**config.mk**
```make
export PLATFORM = sky130hd
export DESIGN_NAME = toast_cycle_timer
export DESIGN_NICKNAME = d
export VERILOG_FILES = /design/src/rtl/toast_cycle_timer.sv
export SDC_FILE = /design/constraint.sdc
export NUM_CORES = 1
export LEC_CHECK = 0
export ABC_AREA = 1
export BUFFER_PORTS_ARGS = -buffer_cell sky130_fd_sc_hd__buf_2
export CAP_MARGIN = 20
export CORE_MARGIN = 2
export CORE_UTILIZATION = 40
export CTS_BUF_LIST = sky130_fd_sc_hd__clkbuf_8
export CTS_CLUSTER_SIZE = 8
export DETAILED_ROUTE_END_ITERATION = 6
export GPL_TIMING_DRIVEN = 0
export SETUP_SLACK_MARGIN = 0.05
export SKIP_CTS_REPAIR_TIMING = 1
export SYNTH_ARGS = -nofsm -noshare
export SYNTH_HDL_FRONTEND = slang
export SYNTH_SLANG_ARGS = --single-unit
```
**constraint.sdc**
```tcl
create_clock -name clk -period 6.2 [get_ports clk]
set_input_delay 0.31 -clock clk [delete_from_list [all_inputs] [get_ports clk]]
set_output_delay 0.31 -clock clk [all_outputs]
set_load 0.005 [all_outputs]
```
**src/rtl/toast_cycle_timer.sv**
```systemverilog
// ============================================================================
// toast_cycle_timer
// ----------------------------------------------------------------------------
// Purpose
//   Responder end of the keypad-control write/write_ack handshake. It latches
//   the cook time (seconds) and the heater duty (percent), runs the toast cycle
//   under start/stop control, drives the heater PWM and the relay mode line,
//   and reports the seconds left for the 7-segment display path. It runs on a
//   single clock domain.
//
// Optional feature
//   TOAST_PREHEAT_EN : when defined, the first PREHEAT_S seconds of a cycle that
//                      starts from IDLE/DONE run the heater full-on, whatever
//                      the duty. When undefined, pwm follows the duty for the
//                      whole cycle and PREHEAT_S is unused.
//
// Parameters
//   CLK_HZ     clk cycles per one-second tick
//   PWM_STEPS  PWM period in clk cycles (one duty unit = one step)
//   PREHEAT_S  preheat length in seconds (TOAST_PREHEAT_EN only)
//
// Ports
//   clk          in   1   system clock
//   reset        in   1   synchronous, active-high reset
//   write        in   1   write request, held high until write_ack is seen
//   Time         in  10   requested cook time, seconds
//   DC           in   8   requested duty, percent (values above 100 clamp)
//   write_ack    out  1   one-cycle acknowledge of an accepted write
//   start        in   1   start/resume request (level)
//   stop         in   1   pause/cancel request (level)
//   pwm          out  1   heater PWM
//   mode         out  1   high while running (heater relay enable)
//   remaining    out 10   seconds left in the current cycle
//   done         out  1   one-cycle pulse when the cycle completes
//   state_dbg_o  out  2   FSM state: 0 IDLE, 1 RUN, 2 PAUSE, 3 DONE
//
// Handshake
//   The initiator raises write with Time/DC valid and holds all three until it
//   sees write_ack. A write is taken on the first edge where write is high, was
//   low on the previous edge and write_ack is low; write_ack is high for exactly
//   the following cycle. A write that stays high after its ack is not taken a
//   second time; it has to drop for at least one cycle first.
// ============================================================================
module toast_cycle_timer #(
    parameter int CLK_HZ    = 2000,
    parameter int PWM_STEPS = 100,
    parameter int PREHEAT_S = 5
) (
    input  logic       clk,
    input  logic       reset,
    input  logic       write,
    input  logic [9:0] Time,
    input  logic [7:0] DC,
    output logic       write_ack,
    input  logic       start,
    input  logic       stop,
    output logic       pwm,
    output logic       mode,
    output logic [9:0] remaining,
    output logic       done,
    output logic [1:0] state_dbg_o
);

    localparam int SEC_W = (CLK_HZ > 1) ? $clog2(CLK_HZ) : 1;
    localparam int PWM_W = (PWM_STEPS > 1) ? $clog2(PWM_STEPS) : 1;
    localparam int CMP_W = (PWM_W > 8) ? PWM_W : 8;

    localparam logic [SEC_W-1:0] SEC_LAST = SEC_W'(CLK_HZ - 1);
    localparam logic [PWM_W-1:0] PWM_LAST = PWM_W'(PWM_STEPS - 1);

    typedef enum logic [1:0] {
        ST_IDLE  = 2'd0,
        ST_RUN   = 2'd1,
        ST_PAUSE = 2'd2,
        ST_DONE  = 2'd3
    } state_t;

    // ------------------------------------------------------------------------
    // Registers and their next-state values
    // ------------------------------------------------------------------------
    state_t           state_q,     state_d;
    logic [9:0]       t_set_q,     t_set_d;
    logic [7:0]       dc_set_q,    dc_set_d;
    logic [7:0]       duty_q,      duty_d;      // duty frozen for the current PWM period
    logic [9:0]       remaining_q, remaining_d;
    logic [SEC_W-1:0] sec_cnt_q,   sec_cnt_d;
    logic [PWM_W-1:0] pwm_cnt_q,   pwm_cnt_d;
    logic             write_q;
    logic             stop_q;
    logic             write_ack_q, write_ack_d;
    logic             done_q,      done_d;
    logic             pwm_q,       pwm_d;
    logic             mode_q,      mode_d;

    // ------------------------------------------------------------------------
    // Input qualification
    // ------------------------------------------------------------------------
    logic       accept;
    logic       stop_rise;
    logic       sec_tick;
    logic [7:0] dc_clamped;

    assign accept     = write & ~write_q & ~write_ack_q;
    // Cancel from PAUSE needs a fresh stop, so the stop that paused (possibly
    // still held) does not also throw the cycle away.
    assign stop_rise  = stop & ~stop_q;
    assign sec_tick   = (sec_cnt_q == SEC_LAST);
    assign dc_clamped = (DC > 8'd100) ? 8'd100 : DC;

    // ------------------------------------------------------------------------
    // Next-state logic
    // ------------------------------------------------------------------------
    logic [CMP_W-1:0] cnt_cmp;
    logic [CMP_W-1:0] duty_cmp;
    logic             preheat_d;

    always_comb begin
        state_d     = state_q;
        t_set_d     = t_set_q;
        dc_set_d    = dc_set_q;
        remaining_d = remaining_q;
        sec_cnt_d   = sec_cnt_q;
        write_ack_d = accept;
        done_d      = 1'b0;

        // Duty can change in every state; it only reaches the heater at the
        // next PWM period boundary through duty_q.
        if (accept) begin
            dc_set_d = dc_clamped;
        end

        unique case (state_q)
            ST_IDLE: begin
                if (accept) begin
                    t_set_d     = Time;
                    remaining_d = Time;
                end else if (!stop && start && (remaining_q != '0)) begin
                    state_d   = ST_RUN;
                    sec_cnt_d = '0;
                end
            end

            ST_RUN: begin
                if (stop) begin
                    // sec_cnt is held so a resume finishes the partial second.
                    state_d = ST_PAUSE;
                end else if (sec_tick) begin
                    sec_cnt_d = '0;
                    if (remaining_q != '0) begin
                        remaining_d = remaining_q - 10'd1;
                        if (remaining_q == 10'd1) begin
                            state_d = ST_DONE;
                            done_d  = 1'b1;
                        end
                    end
                end else begin
                    sec_cnt_d = sec_cnt_q + SEC_W'(1);
                end
            end

            ST_PAUSE: begin
                if (stop_rise) begin
                    state_d     = ST_IDLE;
                    remaining_d = t_set_q;
                    sec_cnt_d   = '0;
                end else if (start && !stop) begin
                    state_d = ST_RUN;
                end
            end

            ST_DONE: begin
                if (accept) begin
                    t_set_d     = Time;
                    remaining_d = Time;
                end
                if (stop || accept) begin
                    state_d = ST_IDLE;
                end else if (start && (t_set_q != '0)) begin
                    state_d     = ST_RUN;
                    remaining_d = t_set_q;
                    sec_cnt_d   = '0;
                end
            end

            default: begin
                state_d = ST_IDLE;
            end
        endcase

        // PWM counter runs only while staying in RUN; any entry into RUN
        // starts a fresh period.
        if ((state_q == ST_RUN) && (state_d == ST_RUN)) begin
            pwm_cnt_d = (pwm_cnt_q == PWM_LAST) ? '0 : pwm_cnt_q + PWM_W'(1);
        end else begin
            pwm_cnt_d = '0;
        end

        // Duty is sampled at the start of each period and held for its length.
        duty_d = (pwm_cnt_d == '0) ? dc_set_d : duty_q;

`ifdef TOAST_PREHEAT_EN
        // Full-on while the cycle is still within its first PREHEAT_S seconds,
        // i.e. remaining > t_set - PREHEAT_S (written without subtraction so a
        // short t_set cannot wrap).
        preheat_d = ({2'b00, remaining_d} + 12'(PREHEAT_S)) > {2'b00, t_set_d};
`else
        preheat_d = 1'b0;
`endif

        cnt_cmp  = CMP_W'(pwm_cnt_d);
        duty_cmp = CMP_W'(duty_d);

        // Outputs are registered from next-state values, so they change in the
        // same cycle as the state they describe.
        mode_d = (state_d == ST_RUN);
        pwm_d  = (state_d == ST_RUN) && (preheat_d || (cnt_cmp < duty_cmp));
    end

`ifndef TOAST_PREHEAT_EN
    logic [31:0] unused_preheat;
    assign unused_preheat = 32'(PREHEAT_S);
`endif

    // ------------------------------------------------------------------------
    // State registers
    // ------------------------------------------------------------------------
    always_ff @(posedge clk) begin
        if (reset) begin
            state_q     <= ST_IDLE;
            t_set_q     <= '0;
            dc_set_q    <= '0;
            duty_q      <= '0;
            remaining_q <= '0;
            sec_cnt_q   <= '0;
            pwm_cnt_q   <= '0;
            write_q     <= 1'b0;
            stop_q      <= 1'b0;
            write_ack_q <= 1'b0;
            done_q      <= 1'b0;
            pwm_q       <= 1'b0;
            mode_q      <= 1'b0;
        end else begin
            state_q     <= state_d;
            t_set_q     <= t_set_d;
            dc_set_q    <= dc_set_d;
            duty_q      <= duty_d;
            remaining_q <= remaining_d;
            sec_cnt_q   <= sec_cnt_d;
            pwm_cnt_q   <= pwm_cnt_d;
            write_q     <= write;
            stop_q      <= stop;
            write_ack_q <= write_ack_d;
            done_q      <= done_d;
            pwm_q       <= pwm_d;
            mode_q      <= mode_d;
        end
    end

    // ------------------------------------------------------------------------
    // Outputs
    // ------------------------------------------------------------------------
    assign write_ack   = write_ack_q;
    assign pwm         = pwm_q;
    assign mode        = mode_q;
    assign remaining   = remaining_q;
    assign done        = done_q;
    assign state_dbg_o = state_q;

endmodule

```
==> results.md <==
* CP endpoint kind: register
* Top cells by area, synth: dfxtp_1 (35%), nand2_1 (12%), nor2_1 (7.2%)
* Post-Place Setup Slack at 3.10 ns
* Core area at 0.00864 mm²
* CTS sink cnt at 62
* Clk_lat worst skew at 0.35 ns
* Synth Area in XOR/XNOR at 0.495%
* Final hold vios at 0
* Syn Std Cell Area at 0.00354 mm²
* Worst VDD drop at 0.000170 V
* DP Wirelength at 6.56 mm
* LEAKAGE at 1.87 nW
* # fillers at 906
* Detailed-router iteration count before antenna repair at 4
* P_int at 1.03 mW
* RSZ-0062 raised after global routing: false
* Fin worst setup slack at 3.08 ns
* Core Rows at 34
* Status: completed
* EDFF count, synth at 0
* Pwr Density at 420 mW/mm²
* Sw Ratio at 40.4%
* Initial detailed-routing violation count at 195
* Initial antenna violation count at 0
* Simple-gate share of the synthesized area at 32.7%
* Fmax at 0.321 GHz
* Type of origin of the critical path: register
* DRC viols at 0
* Via density at 5.05
* Hold_sp: write
* Area leader, netlist: dfxtp_1
* CP arrival at 3.40 ns
* Critical path class: reg2reg
* Gp weighted congestion at 0.905
* Hold Crit Class: in2reg
* Crit-path cells: inv_1 -> ha_1 -> buf_4 -> clkinv_1 -> nor2_1 -> nand2_1 -> nand2_2 -> nand3_2 -> nor2_4 -> o31ai_2 -> nand2_4 -> inv_4 -> buf_6 -> nand2_2 -> o21ai_2 -> ha_1 -> nand2_1 -> inv_1 -> o21ai_2 -> nand3_1 -> a21oi_2
* Synth Area in Adders at 5.30%
* Ys async rst share at 0%
* Slowest CP cell: dfxtp_1
* Register area at 0.00124 mm²
* CTS max path bufs at 2
* Die area at 0.00962 mm²
* Period minus WS final at 3.12 ns
* Mux share of post-synthesis cell area at 0%
* Final setup fails at 0
* Cells after synthesis at 513
* Height of the die at 98.1 µm
* Clock H-tree levels at 3
* Setup TNS at 0 ns
* First-pass GRT wire length at 15.1 mm
* Die X-Extent at 98.1 µm
* Crit path from: state_dbg_o[1]
* Clock share of power at 27.8%
* Detail Route Antenna Nets at 0
* Yosys cell types at 40
* Power Total at 1.74 mW
* Area of the multi-input gates at 0.00196 mm²
* Max_cap viols at 0
* Nets@finish at 599
* Average size of a mapped cell at 6.90 µm²
* Worst path required time at 6.48 ns
* Max-slew violations at 0
* Largest family of logic cells by synthesized area: simple AND/OR/NAND/NOR gates
* Synth warn at 0
* DRT Wirelength at 8.79 mm
* Clock transition at path regs at 0.07 ns
* Largest net degree at the start of global routing at 13
* Ant diodes at 0
* Yosys reg bits at 62
* GRT Overall Usage at 19.2%
* Final setup skew at 0.00874 ns
* PortBufs at 37
* CTS tree: yes
* Vias in the first global route at 3235
* Final Cycle Share at 50.3%
* Psw at 0.702 mW
* Normalized max-slew margin at 50.0%
* CTS buffer count at 9
* Worst slew pin tran at 0.745 ns
* Starting Density at 41.0%
* Layout cells sized above 1 at 18.9%
* Routed via count at 3407
* CTS Root Buffer Type: clkbuf_8
* Commonest cells post-synth: nand2_1 (111), nor2_1 (68), dfxtp_1 (62)
* Synthesized net count at 551
* Sequential power share at 30.4%
* Dominant synthesized flop cell: dfxtp_1
* Gr ovfl total at 0
* Crit-path max FO at 10
* Final core utilization at 47.9%
* Slowest cell delay on critical path at 0.37 ns
* Compound-gate portion of the synthesized area at 17.0%
* Logic pwr share at 41.8%
* Most common cell in the synthesized netlist: nand2_1
* Synth-to-layout area growth at 16.7%
* DR WL/cell at 13.0 µm
* Final hold slack at 0.185 ns
* Register area share after synthesis at 35.0%
* Worst R2R Start: state_dbg_o[1]
* Yosys top cell area share at 35.0%
* I/O pin count at 39
==> final timing paths <==
kind	endpoint	slack [ns]	depth (start not counted)
setup / recovery	pwm	3.08	21
hold / removal	write_q	0.19	3
setup reg to reg	pwm	3.08	21
hold reg to reg	sec_cnt_q[7]	0.47	2
==> critical path, delay by kind of cell (launching register included) <==
family                     cells  cell delay [ns]
buffers and inverters          6             0.80
adders and majority gates      2             0.45
AOI/OAI and AO/OA              4             0.44
DFF                            1             0.37
and+or+nand+nor                9             0.99
==> cells in the final DEF, fill, tap and decap left out, types with 4 or more instances in the layout <==
cell type and n:
nand2_1 111, nor2_1 68, dfxtp_1 62, inv_1 61, buf_2 37, o21ai_0 32
a21oi_1 32, nand3_1 24, ha_1 15, nor3_1 12, nand2_2 10, clkbuf_1 10
a221oi_1 9, clkbuf_8 9, o21ai_2 8, inv_2 7, nor2_2 7, nor3b_1 5
nand3_2 4, bufinv_16 4
==> layer usage <==
layer	up-vias	part of all wire (%)	track usage, %
li1	1762	-	-
met2	66	49	33.1
met1	1571	45	23.9
met5	-	0	0
met3	8	4.3	4.08
met4	0	1.1	5.88
==> final cells by class <==
type	count	area share (%)
multi-input cells	367	47.5
well taps	108	3.27
clock inverters	7	3.54
clock buffers	9	3.00
inverters	70	6.42
repair buffers	37	4.48
plain buffers	14	1.73
flip-flops and latches	62	30.0
==> cells by family after synthesis <==
logic type	after synthesis
adders and majority gates	15
xor gates and xnor gates	2
buffers and inverters	84
and+or+nand+nor	254
AOI/OAI and AO/OA	96
DFF	62
==> registers in the layout, summed over array words and instances, names as in the netlist, 2 cells and up <==
| signal | flops |
|---|---|
| sec_cnt_q | 11 |
| dc_set_q | 8 |
| remaining | 10 |
| duty_q | 8 |
| pwm_cnt_q | 7 |
| state_dbg_o | 2 |
| t_set_q | 10 |
==> power groups by stage <==
stage / registers (mW) / clock network [mW] / logic (mW)
after floorplan: 0.529 / 0 / 0.537
after global placement: 0.534 / 0 / 0.716
after detailed placement: 0.536 / 0 / 0.720
after CTS: 0.527 / 0.493 / 0.727
after global routing: 0.538 / 0.508 / 0.817
final: 0.528 / 0.482 / 0.726
==> metrics by stage <==
stage | area, µm² | cells
5_1_grt | 4130 | 674
2_1_floorplan | 3540 | 513
6_report | 4130 | 674
3_5_place_dp | 3860 | 658
4_1_cts | 4130 | 674
3_3_place_gp | 3860 | 658
Power figures use the tool's default switching activity.
